## src/rtl/mem_stage_pkg.sv

```systemverilog
// Encodings shared by the MEM stage buffer, its load aligner and its interface users.
package mem_stage_pkg;

  typedef enum logic [2:0] {
    LD_LW  = 3'd0,
    LD_LB  = 3'd1,
    LD_LBU = 3'd2,
    LD_LH  = 3'd3,
    LD_LHU = 3'd4,
    LD_LWL = 3'd5,
    LD_LWR = 3'd6
  } ld_op_e;

  typedef enum logic [1:0] {
    WSRC_ALU  = 2'b00,
    WSRC_LOAD = 2'b01,
    WSRC_LINK = 2'b10
  } wsrc_e;

endpackage

```

## src/rtl/mem_stage_buf_if.sv

```systemverilog
// EXE-side, data-response, flush and WB-side signals of the MEM stage buffer.
interface mem_stage_buf_if #(
    parameter int DW = 32,
    parameter int RW = 5
);
    logic          exe_valid;
    logic          exe_ready;
    logic [31:0]   exe_pc;
    logic          exe_wen;
    logic [RW-1:0] exe_wreg;
    logic [1:0]    exe_wsrc;
    logic [2:0]    exe_ld_op;
    logic [DW-1:0] exe_alu;
    logic [DW-1:0] exe_link;
    logic [DW-1:0] exe_rt;
    logic          dresp_valid;
    logic [DW-1:0] dresp_rdata;
    logic          flush;
    logic          wb_valid;
    logic          wb_ready;
    logic [31:0]   wb_pc;
    logic          wb_wen;
    logic [RW-1:0] wb_wreg;
    logic [DW-1:0] wb_wdata;
    logic          busy;

    modport master (
        output exe_valid, exe_pc, exe_wen, exe_wreg, exe_wsrc, exe_ld_op,
               exe_alu, exe_link, exe_rt, dresp_valid, dresp_rdata, flush, wb_ready,
        input  exe_ready, wb_valid, wb_pc, wb_wen, wb_wreg, wb_wdata, busy
    );

    modport slave (
        input  exe_valid, exe_pc, exe_wen, exe_wreg, exe_wsrc, exe_ld_op,
               exe_alu, exe_link, exe_rt, dresp_valid, dresp_rdata, flush, wb_ready,
        output exe_ready, wb_valid, wb_pc, wb_wen, wb_wreg, wb_wdata, busy
    );
endinterface

```

## src/rtl/mem_stage_buf_load_align.sv

```systemverilog
// Combinational load data alignment: sub-word extract/extend and LWL/LWR merge with old rt.
module load_align
    import mem_stage_pkg::*;
#(
    parameter int DW = 32
) (
    input  logic [2:0]    ld_op,
    input  logic [1:0]    off,
    input  logic [DW-1:0] rdata,
    input  logic [DW-1:0] rt,
    output logic [DW-1:0] wdata
);
    logic [7:0]  b;
    logic [15:0] h;

    always_comb begin
        b     = 8'(rdata >> {off, 3'b000});
        h     = 16'(rdata >> {off[1], 4'b0000});
        wdata = '0;
        case (ld_op)
            LD_LW:  wdata = rdata;
            LD_LB:  wdata = {{(DW-8){b[7]}}, b};
            LD_LBU: wdata = {{(DW-8){1'b0}}, b};
            LD_LH:  wdata = off[0] ? '0 : {{(DW-16){h[15]}}, h};
            LD_LHU: wdata = off[0] ? '0 : {{(DW-16){1'b0}}, h};
            // LWL fills from the top down, LWR from the bottom up
            LD_LWL: begin
                case (off)
                    2'd0: wdata = {rdata[7:0],  rt[DW-9:0]};
                    2'd1: wdata = {rdata[15:0], rt[DW-17:0]};
                    2'd2: wdata = {rdata[23:0], rt[DW-25:0]};
                    default: wdata = rdata;
                endcase
            end
            LD_LWR: begin
                case (off)
                    2'd0: wdata = rdata;
                    2'd1: wdata = {rt[DW-1:DW-8],  rdata[DW-1:8]};
                    2'd2: wdata = {rt[DW-1:DW-16], rdata[DW-1:16]};
                    default: wdata = {rt[DW-1:DW-24], rdata[DW-1:24]};
                endcase
            end
            default: wdata = '0;
        endcase
    end
endmodule

```

## src/rtl/mem_stage_buf.sv

```systemverilog
// In-order MEM stage buffer: matches in-order SRAM responses to pending loads, aligns the
// head for WB, and counts responses still owed to flushed loads so they can be dropped.
module mem_stage_buf
    import mem_stage_pkg::*;
#(
    parameter int DW    = 32,
    parameter int DEPTH = 2,
    parameter int RW    = 5
) (
    input logic            clk,
    input logic            resetn,
    mem_stage_buf_if.slave bus
);
    localparam int PW  = $clog2(DEPTH);
    localparam int CW  = $clog2(DEPTH + 1);
    localparam int DRW = $clog2(2 * DEPTH + 1);

    logic [31:0]   pc_q   [DEPTH];
    logic          wen_q  [DEPTH];
    logic [RW-1:0] wreg_q [DEPTH];
    logic [1:0]    wsrc_q [DEPTH];
    logic [2:0]    op_q   [DEPTH];
    logic [DW-1:0] alu_q  [DEPTH];
    logic [DW-1:0] link_q [DEPTH];
    logic [DW-1:0] rt_q   [DEPTH];
    logic [DW-1:0] rd_q   [DEPTH];

    logic [DEPTH-1:0] need_q;
    logic [PW-1:0]    head_q, tail_q;
    logic [CW-1:0]    count_q;
    logic [DRW-1:0]   drop_q;

    logic [PW-1:0]    slot [DEPTH];
    logic [DEPTH-1:0] live, need_left;
    logic             hit;
    logic [PW-1:0]    hit_idx;
    logic             resp_drop, resp_hit;
    logic [DRW-1:0]   flushed_loads;
    logic             eligible, accept, retire;
    logic [DW-1:0]    load_data, head_data;

    // Scan from head so the oldest waiting load takes the response
    always_comb begin
        hit     = 1'b0;
        hit_idx = '0;
        live    = '0;
        for (int k = 0; k < DEPTH; k++) begin
            slot[k]       = head_q + PW'(k);
            live[slot[k]] = CW'(k) < count_q;
            if (!hit && live[slot[k]] && need_q[slot[k]]) begin
                hit     = 1'b1;
                hit_idx = slot[k];
            end
        end
    end

    assign resp_drop = bus.dresp_valid & (drop_q != '0);
    assign resp_hit  = bus.dresp_valid & ~resp_drop & hit;

    always_comb begin
        need_left = need_q & live;
        if (resp_hit) need_left[hit_idx] = 1'b0;
        flushed_loads = '0;
        for (int i = 0; i < DEPTH; i++) flushed_loads = flushed_loads + DRW'(need_left[i]);
    end

    assign eligible      = (count_q != '0) & ~need_q[head_q];
    assign bus.wb_valid  = eligible & ~bus.flush;
    assign bus.exe_ready = resetn & (count_q < CW'(DEPTH)) & ~bus.flush & (drop_q < DRW'(DEPTH));
    assign accept        = bus.exe_valid & bus.exe_ready;
    assign retire        = bus.wb_valid & bus.wb_ready;
    assign bus.busy      = (count_q != '0) | (drop_q != '0);

    always_ff @(posedge clk or negedge resetn) begin
        if (!resetn) begin
            head_q  <= '0;
            tail_q  <= '0;
            count_q <= '0;
            drop_q  <= '0;
            need_q  <= '0;
        end else if (bus.flush) begin
            head_q  <= '0;
            tail_q  <= '0;
            count_q <= '0;
            need_q  <= '0;
            drop_q  <= drop_q - DRW'(resp_drop) + flushed_loads;
        end else begin
            if (resp_hit) need_q[hit_idx] <= 1'b0;
            if (accept) begin
                need_q[tail_q] <= (bus.exe_wsrc == WSRC_LOAD);
                tail_q         <= tail_q + 1'b1;
            end
            if (retire) head_q <= head_q + 1'b1;
            count_q <= count_q + CW'(accept) - CW'(retire);
            drop_q  <= drop_q - DRW'(resp_drop);
        end
    end

    // Payload needs no reset; it is only observed once its entry is live
    always_ff @(posedge clk) begin
        if (accept) begin
            pc_q[tail_q]   <= bus.exe_pc;
            wen_q[tail_q]  <= bus.exe_wen;
            wreg_q[tail_q] <= bus.exe_wreg;
            wsrc_q[tail_q] <= bus.exe_wsrc;
            op_q[tail_q]   <= bus.exe_ld_op;
            alu_q[tail_q]  <= bus.exe_alu;
            link_q[tail_q] <= bus.exe_link;
            rt_q[tail_q]   <= bus.exe_rt;
        end
        if (resp_hit) rd_q[hit_idx] <= bus.dresp_rdata;
    end

    load_align #(.DW(DW)) u_align (
        .ld_op (op_q[head_q]),
        .off   (alu_q[head_q][1:0]),
        .rdata (rd_q[head_q]),
        .rt    (rt_q[head_q]),
        .wdata (load_data)
    );

    always_comb begin
        head_data = '0;
        case (wsrc_q[head_q])
            WSRC_ALU:  head_data = alu_q[head_q];
            WSRC_LOAD: head_data = load_data;
            WSRC_LINK: head_data = link_q[head_q];
            default:   head_data = '0;
        endcase
    end

    assign bus.wb_pc    = eligible ? pc_q[head_q]   : '0;
    assign bus.wb_wen   = eligible ? wen_q[head_q]  : 1'b0;
    assign bus.wb_wreg  = eligible ? wreg_q[head_q] : '0;
    assign bus.wb_wdata = eligible ? head_data      : '0;
endmodule

```

## src/flat_wrapper.sv

```systemverilog
// flat-port wrapper written by rule: the top's interface ports become plain ports
module mem_stage_buf_flat import mem_stage_pkg::*;
#(
    parameter int DW    = 32,
    parameter int DEPTH = 2,
    parameter int RW    = 5
)
  (clk, resetn, bus_exe_valid, bus_exe_pc, bus_exe_wen, bus_exe_wreg, bus_exe_wsrc, bus_exe_ld_op, bus_exe_alu, bus_exe_link, bus_exe_rt, bus_dresp_valid, bus_dresp_rdata, bus_flush, bus_wb_ready, bus_exe_ready, bus_wb_valid, bus_wb_pc, bus_wb_wen, bus_wb_wreg, bus_wb_wdata, bus_busy);
  mem_stage_buf_if #(.DW(DW), .RW(RW)) bus_i ();
  input logic clk;
  input logic resetn;
  input wire logic [$bits(bus_i.exe_valid)-1:0] bus_exe_valid;
  input wire logic [$bits(bus_i.exe_pc)-1:0] bus_exe_pc;
  input wire logic [$bits(bus_i.exe_wen)-1:0] bus_exe_wen;
  input wire logic [$bits(bus_i.exe_wreg)-1:0] bus_exe_wreg;
  input wire logic [$bits(bus_i.exe_wsrc)-1:0] bus_exe_wsrc;
  input wire logic [$bits(bus_i.exe_ld_op)-1:0] bus_exe_ld_op;
  input wire logic [$bits(bus_i.exe_alu)-1:0] bus_exe_alu;
  input wire logic [$bits(bus_i.exe_link)-1:0] bus_exe_link;
  input wire logic [$bits(bus_i.exe_rt)-1:0] bus_exe_rt;
  input wire logic [$bits(bus_i.dresp_valid)-1:0] bus_dresp_valid;
  input wire logic [$bits(bus_i.dresp_rdata)-1:0] bus_dresp_rdata;
  input wire logic [$bits(bus_i.flush)-1:0] bus_flush;
  input wire logic [$bits(bus_i.wb_ready)-1:0] bus_wb_ready;
  output wire logic [$bits(bus_i.exe_ready)-1:0] bus_exe_ready;
  output wire logic [$bits(bus_i.wb_valid)-1:0] bus_wb_valid;
  output wire logic [$bits(bus_i.wb_pc)-1:0] bus_wb_pc;
  output wire logic [$bits(bus_i.wb_wen)-1:0] bus_wb_wen;
  output wire logic [$bits(bus_i.wb_wreg)-1:0] bus_wb_wreg;
  output wire logic [$bits(bus_i.wb_wdata)-1:0] bus_wb_wdata;
  output wire logic [$bits(bus_i.busy)-1:0] bus_busy;
  assign bus_i.exe_valid = bus_exe_valid;
  assign bus_i.exe_pc = bus_exe_pc;
  assign bus_i.exe_wen = bus_exe_wen;
  assign bus_i.exe_wreg = bus_exe_wreg;
  assign bus_i.exe_wsrc = bus_exe_wsrc;
  assign bus_i.exe_ld_op = bus_exe_ld_op;
  assign bus_i.exe_alu = bus_exe_alu;
  assign bus_i.exe_link = bus_exe_link;
  assign bus_i.exe_rt = bus_exe_rt;
  assign bus_i.dresp_valid = bus_dresp_valid;
  assign bus_i.dresp_rdata = bus_dresp_rdata;
  assign bus_i.flush = bus_flush;
  assign bus_i.wb_ready = bus_wb_ready;
  assign bus_exe_ready = bus_i.exe_ready;
  assign bus_wb_valid = bus_i.wb_valid;
  assign bus_wb_pc = bus_i.wb_pc;
  assign bus_wb_wen = bus_i.wb_wen;
  assign bus_wb_wreg = bus_i.wb_wreg;
  assign bus_wb_wdata = bus_i.wb_wdata;
  assign bus_busy = bus_i.busy;
  mem_stage_buf #(.DW(DW), .DEPTH(DEPTH), .RW(RW)) u_core (.clk(clk), .resetn(resetn), .bus(bus_i));
endmodule
```

## config.mk

```make
export PLATFORM = sky130hd
export DESIGN_NAME = mem_stage_buf_flat
export DESIGN_NICKNAME = d
export VERILOG_FILES = /design/src/rtl/mem_stage_pkg.sv /design/src/rtl/mem_stage_buf_if.sv /design/src/rtl/mem_stage_buf_load_align.sv /design/src/rtl/mem_stage_buf.sv /design/src/flat_wrapper.sv
export SDC_FILE = /design/constraint.sdc
export NUM_CORES = 1
export LEC_CHECK = 0
export CAP_MARGIN = 20
export CORE_ASPECT_RATIO = 0.75
export CORE_UTILIZATION = 31
export CTS_CLUSTER_DIAMETER = 40
export DETAILED_ROUTE_END_ITERATION = 10
export GPL_TIMING_DRIVEN = 0
export PLACE_DENSITY_LB_ADDON = 0.2
export SYNTH_ARGS = -nofsm -noshare
export SYNTH_HDL_FRONTEND = slang
export SYNTH_SLANG_ARGS = --single-unit
```

## constraint.sdc

```tcl
create_clock -name clk -period 9 [get_ports clk]
set_input_delay 1.8 -clock clk [delete_from_list [all_inputs] [get_ports clk]]
set_output_delay 1.8 -clock clk [all_outputs]
set_load 0.1 [all_outputs]
```

# After elaboration in Yosys (flattened, before gate mapping)
# Memory sizes are Yosys's and may differ from the RTL's.
# Cells that the tools add are included.
[op_classes]
n_addsub = 7
n_lt_le_gt_ge = 12
n_eq_ne = 11
shift = 2
mux = 47
bitwise_logic = 19
n_reduce_logical = 15
[op_table]
columns = ["op", "n"]
rows = [
  ["$pmux 32 s3", 3],
  ["$pmux 32 s7", 1],
  ["$mux 32", 3],
  ["$shr 32x5->16", 1],
  ["$shr 32x5->8", 1],
  ["$mux 1", 25],
  ["$mux 16", 1],
  ["$mux 2", 6],
  ["$and 1x1->1", 10],
  ["$eq 3x3->1 const B", 3],
  ["$and 2x2->2", 4],
  ["$lt 1x2->1 const B", 4],
  ["$logic_and 1x1->1", 7],
  ["$eq 2x1->1 const B", 3],
  ["$eq 3x2->1 const B", 2],
  ["$reduce_bool 2->1", 3],
  ["$mux 5", 1],
  ["$bwmux 2", 2],
  ["$demux 1 s1", 4],
  ["$eq 2x2->1 const B", 2],
  ["$ge 1x1->1 const B", 4],
  ["$logic_not 2->1", 2],
  ["$lt 1x2->1 const A", 2],
  ["$add 3x3->3", 1],
  ["15 further kinds", 18],
]
[word_totals]
regBits = 9
mem_bits_rw = 342
input_bits = 177
out_inout_bits = 73
elab_cells = 127
mem_count = 9
[mem_list]
columns = ["name", "words", "word_bits", "read_ports", "rd_ports_with_merged_regs", "write_ports", "line", "source"]
rows = [
  ["u_core.alu_q", 2, 32, 1, 0, 1, "mem_stage_buf.sv:23", "logic [DW-1:0] alu_q [DEPTH];"],
  ["u_core.link_q", 2, 32, 1, 0, 1, "mem_stage_buf.sv:24", "logic [DW-1:0] link_q [DEPTH];"],
  ["u_core.pc_q", 2, 32, 1, 0, 1, "mem_stage_buf.sv:18", "logic [31:0] pc_q [DEPTH];"],
  ["u_core.rd_q", 2, 32, 1, 0, 1, "mem_stage_buf.sv:26", "logic [DW-1:0] rd_q [DEPTH];"],
  ["u_core.rt_q", 2, 32, 1, 0, 1, "mem_stage_buf.sv:25", "logic [DW-1:0] rt_q [DEPTH];"],
  ["u_core.wreg_q", 2, 5, 1, 0, 1, "mem_stage_buf.sv:20", "logic [RW-1:0] wreg_q [DEPTH];"],
  ["3 more memories", "n/a", "n/a", "n/a", "n/a", "n/a", "n/a", ""],
]

# Depth between registers and ports, before layout
# Gate-level depths: netlist of run 1.
[depth]
depth_word = 24
ltp_mapped = 15
mapped_depth_nobuf = 10

# Modules after synthesis
# A second synthesis of run 1 with hierarchy kept.
[hier_totals]
cells_unflattened = 1025
area_unflattened_um2 = 15403.5
[by_module_without_submodules]
columns = ["module", "n_inst", "cells_per_inst", "area_each_um2", "seq_area_each_um2"]
rows = [
  ["mem_stage_buf", 1, 743, 13429.1, 10495.1],
  ["load_align", 1, 282, 1974.4, 0.0],
]

# Worst setup path before layout of run 1
# No wires, ideal clock.
[synth_path]
path_kind = "in2reg"
startpoint = "in bus_flush"
endpoint = "reg u_core.need_q[0]"
setup_time_ps = 132
t_arrival_ps = 12424
required_time_ps = 8868
slack_ps = -3556
path_stages = 6
n_path_buf = 0
path_cell_list = "nand2b_1 -> nor4_1 -> and2_1 -> nor2b_1 -> mux2_2 -> nor2_1"
[synth_via]
elab_chain_len = 6
[synth_lines]
columns = ["item", "line", "source"]
rows = [
  ["start, declared", "flat_wrapper.sv:23", "input wire logic [$bits(bus_i.flush)-1:0] bus_flush;"],
  ["$not 1->1", "mem_stage_buf.sv:69", "assign bus.exe_ready = resetn & (count_q < CW'(DEPTH)) & ~bus.flush & (drop_q < DRW'(DEPTH));"],
  ["$and 1x1->1 (2 in a row)", "mem_stage_buf.sv:69", ""],
  ["net bus_exe_ready", "flat_wrapper.sv:25", "output wire logic [$bits(bus_i.exe_ready)-1:0] bus_exe_ready;"],
  ["$and 1x1->1", "mem_stage_buf.sv:70", "assign accept = bus.exe_valid & bus.exe_ready;"],
  ["$mux 2", "mem_stage_buf.sv:89", "if (accept) begin"],
  ["$mux 2", "mem_stage_buf.sv:81", "end else if (bus.flush) begin"],
  ["end signal, assigned by index", "mem_stage_buf.sv:90", "need_q[tail_q] <= (bus.exe_wsrc == WSRC_LOAD);"],
  ["end, declared", "mem_stage_buf.sv:28", "logic [DEPTH-1:0] need_q;"],
]
# The timed path passes the listed nets, and every way through them passes these cells.
# A chain may end at the register's enable or synchronous reset.

# Worst setup path after layout of run 1
[layout_path]
startpoint = "mem u_core.alu_q[1][0]"
endpoint = "out bus_wb_wdata[0]"
[layout_via]
elab_chain_len = 6
elab_cells_between_ends = 12
[layout_lines]
columns = ["item", "line", "source"]
rows = [
  ["start, declared", "mem_stage_buf.sv:23", ""],
  ["$mem_v2 2x32 *", "n/a", ""],
  ["parallel branches: the longest is 3 deep, another holds $shr 32x5->8", "n/a", ""],
  ["$pmux 32 s3 *", "mem_stage_buf.sv:124", "case (wsrc_q[head_q])"],
  ["$mux 32 *", "mem_stage_buf.sv:135", "assign bus.wb_wdata = eligible ? head_data : '0;"],
  ["end, declared", "flat_wrapper.sv:30", "output wire logic [$bits(bus_i.wb_wdata)-1:0] bus_wb_wdata;"],
]
# Every way passes the cells marked *.

==> results of run 1 <==
## flip-flops by register name (all words and copies together), names as in the netlist
name,cells
u_core.alu_q,64
u_core.wen_q,2
u_core.drop_q,3
u_core.count_q,2
u_core.tail_q,1
u_core.wsrc_q,4
u_core.link_q,64
u_core.wreg_q,10
u_core.rd_q,64
u_core.pc_q,64
u_core.need_q,2
u_core.rt_q,64
u_core.head_q,1
u_core.op_q,6
## power breakdown
part | internal (uW) | leakage [uW] | total, uW | switching [uW]
clock network | 1190 | 0.000795 | 1950 | 765
logic | 314 | 0.00303 | 978 | 664
registers | 1840 | 0.00320 | 1860 | 15.5
## path summary, 6_finish.rpt
kind | start | to | slack, ns | depth (start not counted)
max | u_core.alu_q[1][0]$_DFFE_PP_ | bus_wb_wdata[0] | 1.99 | 8
max reg2reg | u_core.head_q$_DFFE_PN0P_ | u_core.drop_q[1]$_DFF_PN0_ | 5.35 | 13
min reg2reg | u_core.tail_q$_DFFE_PN0P_ | u_core.tail_q$_DFFE_PN0P_ | 0.62 | 2
max in group asynchronous | resetn | u_core.count_q[0]$_DFF_PN0_ | 7.13 | 1
min in group asynchronous | resetn | u_core.drop_q[0]$_DFF_PN0_ | 1.54 | 1
min | u_core.tail_q$_DFFE_PN0P_ | u_core.tail_q$_DFFE_PN0P_ | 0.62 | 2
## layout make-up
| cell class | instances | area [sq um] | area share |
|---|---|---|---|
| buffer | 73 | 428 | 0.0200 |
| clock buffer | 50 | 1230 | 0.0574 |
| clock inverter | 36 | 430 | 0.0201 |
| inverter | 25 | 93.8 | 0.00438 |
| multi-input combinational | 693 | 5150 | 0.241 |
| sequential | 351 | 10500 | 0.490 |
| tap | 703 | 880 | 0.0411 |
| timing repair buffer | 260 | 2700 | 0.126 |
## through the flow
stage / cell area, sq um / total power [uW] / worst slack [ns]
6_report: 21400 / 4790 / 1.99
5_1_grt: 21400 / 4940 / 1.93
4_1_cts: 21400 / 4820 / 2.06
3_5_place_dp: 19700 / 2860 / 2.69
3_3_place_gp: 19500 / 2860 / 1.33
2_1_floorplan: 16200 / 2510 / 0.971
## Yosys cell counts, drive strengths merged, types with 2 or more instances
cell type  instances  share of area
and2               5         0.0021
a2111oi            4         0.0022
a21o               2        0.00093
nor3b              2        0.00093
nand2b            17         0.0066
o32a               4         0.0025
nor2b             13         0.0050
a22oi              2        0.00093
o22ai             20         0.0078
a21oi             40          0.014
nand4              3         0.0012
mux2              19          0.013
xnor2              6         0.0033
nor3              15         0.0057
ha                 6         0.0047
mux4              15          0.021
clkbuf            23         0.0053
mux2i            150          0.095
nand3             17         0.0053
o21bai             2        0.00093
nand3b             2        0.00093
edfxtp           342           0.64
o21ai             28         0.0087
o211ai            10         0.0047
o221ai            19          0.010
nand4b             2         0.0011
nand2            107          0.025
dfrtp              9          0.014
o2111ai            4         0.0022
nor4              10         0.0043
a221o              7         0.0043
a32oi              4         0.0022
buf               50          0.021
a311oi             9         0.0053
a211oi            13         0.0060
inv               25         0.0058
or2                3         0.0012
a31oi              6         0.0023
nor2              88          0.020
a221oi            25          0.017
## worst max-delay path, delay by kind of cell, from the launching register on
| kind | cells | cell delay (ns) |
|---|---|---|
| AOI/OAI and AO/OA | 3 | 1.31 |
| buffers and inverters | 2 | 1.93 |
| and+or+nand+nor | 3 | 1.00 |
| DFF | 1 | 0.36 |
## layer usage
metal / GRT usage / vias to the layer above
li1: - / 5091
met1: 0.282 / 5660
met2: 0.294 / 458
met5: 0 / -
met3: 0.0617 / 105
met4: 0.0721 / 12
## logic make-up (layout without fill, tap and decap cells)
family / after synthesis / in the layout / share of synthesized area
adder cells (fa/ha/maj): 7 / 7 / 0.00589
XOR/XNOR: 7 / 7 / 0.00380
AND/OR/NAND/NOR: 291 / 291 / 0.0838
flip-flops: 351 / 351 / 0.650
AO/OA/AOI/OAI: 204 / 204 / 0.0950
buffers and inverters: 98 / 444 / 0.0323
multiplexers: 184 / 184 / 0.129
## placed cells by master (no fill, tap or decap), types with 9 or more instances in the layout
cell             synthesis  layout
clkdlybuf4s50_1          0     249
nor4_1                   9       9
a221oi_2                 9       9
clkbuf_1                23      24
edfxtp_1               342     342
nand2b_1                17      17
clkbuf_16                0      49
o22ai_1                 20      20
buf_6                   10      10
o21ai_1                 12      12
dfrtp_1                  9       9
nand3_1                 17      17
buf_2                   27      27
nand2_1                107     107
mux2i_1                143     143
a21oi_1                 37      37
a221oi_1                16      16
o21ai_0                 16      16
nor3_1                  13      13
a211oi_1                13      13
inv_1                   24      24
nor2_1                  88      86
nor2b_1                 13      12
mux2_2                  17      17
mux4_2                  15      15
o211ai_1                10      10
o221ai_1                19      19
==> impl_metrics.ini, run 1 <==
[outcome]
status = finished clean

[finish]
area_growth_pct = 32.6
final_cells = 2191
antennaDiodeCount = 0
layout-drive-gt1-share = 0.138
final_core_util = 0.416
fin_nets = 1635
n_fill_cell = 4729

[global_routing]
grt_overflow_total = 0
antenna_found_initial = 6
grt_max_degree = 57
grt_pass1_vias = 11198
grt_pass1_wl_microns = 76600
gr-usage-all-layers = 0.202

[clocking]
clk_path_buf_depth = 3
cts_sinks = 351
htree_levels = 2
cts_resized = 0
clk_pin_slew_worst_paths_ns = 0.06
cts_hold_buf = 0
postCtsSetupBuffers = 0
cts_tree = done
numCtsBuffers = 47
insertion_delay_ns = 0.59
cts_root_buf = clkbuf_16

[timing]
holdWs_ns = 0.620
rsz0062_at_grt = no
max_slew_margin = 0.284
setup-tns-final_ns = 0
period_share = 0.779
fmax_mhz = 143
final_hold_viol_count = 0
fin_worst_skew_ns = 0.0109
worst_pin_slew_ns = 1.05
layout_min_cycle_time_ns = 7.01
drv_slew = 0
finalSetupViolations = 0

[route]
wl_met3_microns = 4610
drt_iter0_markers = 920
wl_microns = 54100
routedWlPerCell_microns = 24.7
topRoutingLayerUsed = met5
first_pass_iters = 6
via_count = 11326
wl_met2_microns = 23400
wl_met1_microns = 24500
drc = 0
antenna_left = 0
routed_via_density = 5.17

[synth]
synthArstFlopShare = 0.0256
yosys_warnings = 0
syn_inst = 1142
synth_area_sq_mm = 0.0161
synth-main-ff-cell = edfxtp_1
synth_seq_cells = 351
seq_area_frac_synth = 0.650
synth_cell_type_count = 73
synth_edf_count = 342
syn-num-nets = 1326
synth_area_per_cell_sq_um = 14.1

[pwr]
p_leak_uw = 0.00703
power_density_mw_per_mm2 = 223
peakVddDrop_mv = 0.130

[setup_path]
start_kind = register
critPathMaxFanout = 10
cp_slowest_stage_delay_ns = 1.24
critPathCaptureType = output pin
crit_required_ns = 7.20
cp_common_cell = a211oi_1
cp_slowest_cell = clkdlybuf4s50_1
cp_cell_sequence = clkbuf_1 -> nand3_1 -> nand2_1 -> a211oi_1 -> a211oi_1 -> nor4_1 -> a211oi_1 -> clkdlybuf4s50_1
crit_type = register to output pin
worstPathArrival_ns = 5.21

[placed_design]
dp_hpwl_microns = 39900
place_congestion = 0.945
portBuffers = 249
dp.cells = 2104

[die]
core-area_sq_mm = 0.0514
ioPinCount = 250
start_util = 0.314
die_x_microns = 265
rows = 72
die-area_sq_mm = 0.0530
die-height_microns = 200

[worst_hold_path]
hold_path_class = register to register

[flow_run]
drv_cap = 0
No activity file was read; power rests on OpenSTA's default activity.
==> run 2: changes to the inputs <==
Clock period 9 ns to 7.2 ns, I/O delays scaled along.
==> impl_metrics.ini, run 2 (synthesis gave the netlist of run 1 again) <==
[timing]
fin_worst_skew_ns = 0.0242
period_share = 0.898
drv_slew = 0
layout_min_cycle_time_ns = 6.46
rsz0062_at_grt = no
max_slew_margin = 0.233
final_hold_viol_count = 0
setup_ws_ns = 0.737
worst_pin_slew_ns = 1.15
fmax_mhz = 155
finalSetupViolations = 0
setup-tns-final_ns = 0

[clocking]
htree_levels = 2
postCtsSetupBuffers = 0
cts_hold_buf = 0
cts_sinks = 351
clk_pin_slew_worst_paths_ns = 0.06
insertion_delay_ns = 0.60
cts_root_buf = clkbuf_16
cts_tree = done
cts_resized = 0
clk_path_buf_depth = 3
numCtsBuffers = 50

[finish]
n_fill_cell = 4730
fin_nets = 1637
layout-drive-gt1-share = 0.138
area_growth_pct = 33.1
fin_area_sq_mm = 0.0215
final_common_cell = edfxtp_1
mostFrequentLayoutCells = 342 x edfxtp_1, 249 x clkdlybuf4s50_1, 143 x mux2i_1

[setup_path]
cp_top_family = buffers and inverters
cp_slowest_cell = clkdlybuf4s50_1
critPathMaxFanout = 10
cp_slowest_stage_delay_ns = 1.27
crit_cells = 9
start_kind = register
crit_required_ns = 5.76
reg2reg_depth = 13
critPathCaptureType = output pin
crit_type = register to output pin
critPathBufInv = 3
worstPathArrival_ns = 5.02
cp_cell_sequence = buf_2 -> mux2i_1 -> clkbuf_1 -> mux4_2 -> nand2_1 -> o221ai_1 -> nor2_1 -> a221oi_1 -> clkdlybuf4s50_1

[route]
first_pass_iters = 5
routed_via_density = 5.14
drt_iter0_markers = 1060
via_count = 11295
antenna_left = 0
routedWlPerCell_microns = 24.8
wl_microns = 54500
drc = 0

[worst_hold_path]
hold_path_class = register to register
hold_path_depth = 2

[placed_design]
dp_hpwl_microns = 40100
place_congestion = 0.953
portBuffers = 249
dp_slack_ns = 1.38
post_dp_cell_area_sq_mm = 0.0198

[die]
ioPinCount = 250
rows = 72
core-area_sq_mm = 0.0514
start_util = 0.314
die_x_microns = 265
die-area_sq_mm = 0.0530
die-height_microns = 200

[global_routing]
grt_overflow_total = 0
antenna_found_initial = 6
gr-usage-all-layers = 0.204
grt_pass1_wl_microns = 77900
grt_max_degree = 59
grt_pass1_vias = 11255

[pwr]
p_leak_uw = 0.00706
power_uw = 6030
peakVddDrop_mv = 0.146
power_density_mw_per_mm2 = 281

[outcome]
status = finished clean

[flow_run]
drv_cap = 0
==> run 2: through the flow <==
step	hold WS (ns)	cells	util
final	0.621	2196	0.418
after global routing	0.670	2195	0.418
after CTS	0.629	2195	0.418
after detailed placement	0.612	2104	0.384
after global placement	0.595	2094	0.380
after floorplan	0.577	1142	-
==> run 2: layout make-up <==
type	instances	area (sq um)	share of cell area
Clock inverter	37	449	0.0209
Multi-Input combinational cell	693	5160	0.240
Inverter	25	93.8	0.00437
Antenna cell	1	2.50	0.000116
Clock buffer	54	1270	0.0589
Tap cell	703	880	0.0409
Timing Repair Buffer	259	2720	0.126
Sequential cell	351	10500	0.488
Buffer	73	428	0.0199
==> run 2: where the power goes <==
group / internal [uW] / total [uW] / switching [uW]
clock network: 1520 / 2480 / 959
logic: 392 / 1230 / 835
registers: 2300 / 2320 / 20.4
==> run 2: per-layer routing <==
layer	vias up	routed length, microns	GRT usage
met5	-	68	0
met4	10	1290	0.0614
met3	83	3920	0.0430
met2	434	23900	0.302
met1	5657	25300	0.298
li1	5111	-	-
==> run 2: final timing paths <==
check	startpoint	end	slack, ns
worst max-delay path	u_core.wsrc_q[0][1]$_DFFE_PP_	bus_wb_wdata[7]	0.74
max in group asynchronous	resetn	u_core.drop_q[0]$_DFF_PN0_	5.70
worst min register to register	u_core.tail_q$_DFFE_PN0P_	u_core.tail_q$_DFFE_PN0P_	0.62
min in group asynchronous	resetn	u_core.tail_q$_DFFE_PN0P_	1.18
worst min-delay path	u_core.tail_q$_DFFE_PN0P_	u_core.tail_q$_DFFE_PN0P_	0.62
worst max register to register	u_core.head_q$_DFFE_PN0P_	u_core.drop_q[1]$_DFF_PN0_	3.54
==> run 2: worst reg2reg max path: cells and delay by family, from the launching register on <==
kind	cells	cell delay, ns
flip-flops	1	0.33
multiplexers	1	0.26
adder cells (fa/ha/maj)	3	0.86
AO/OA/AOI/OAI	1	0.11
AND/OR/NAND/NOR	1	0.11
buffers and inverters	7	1.89
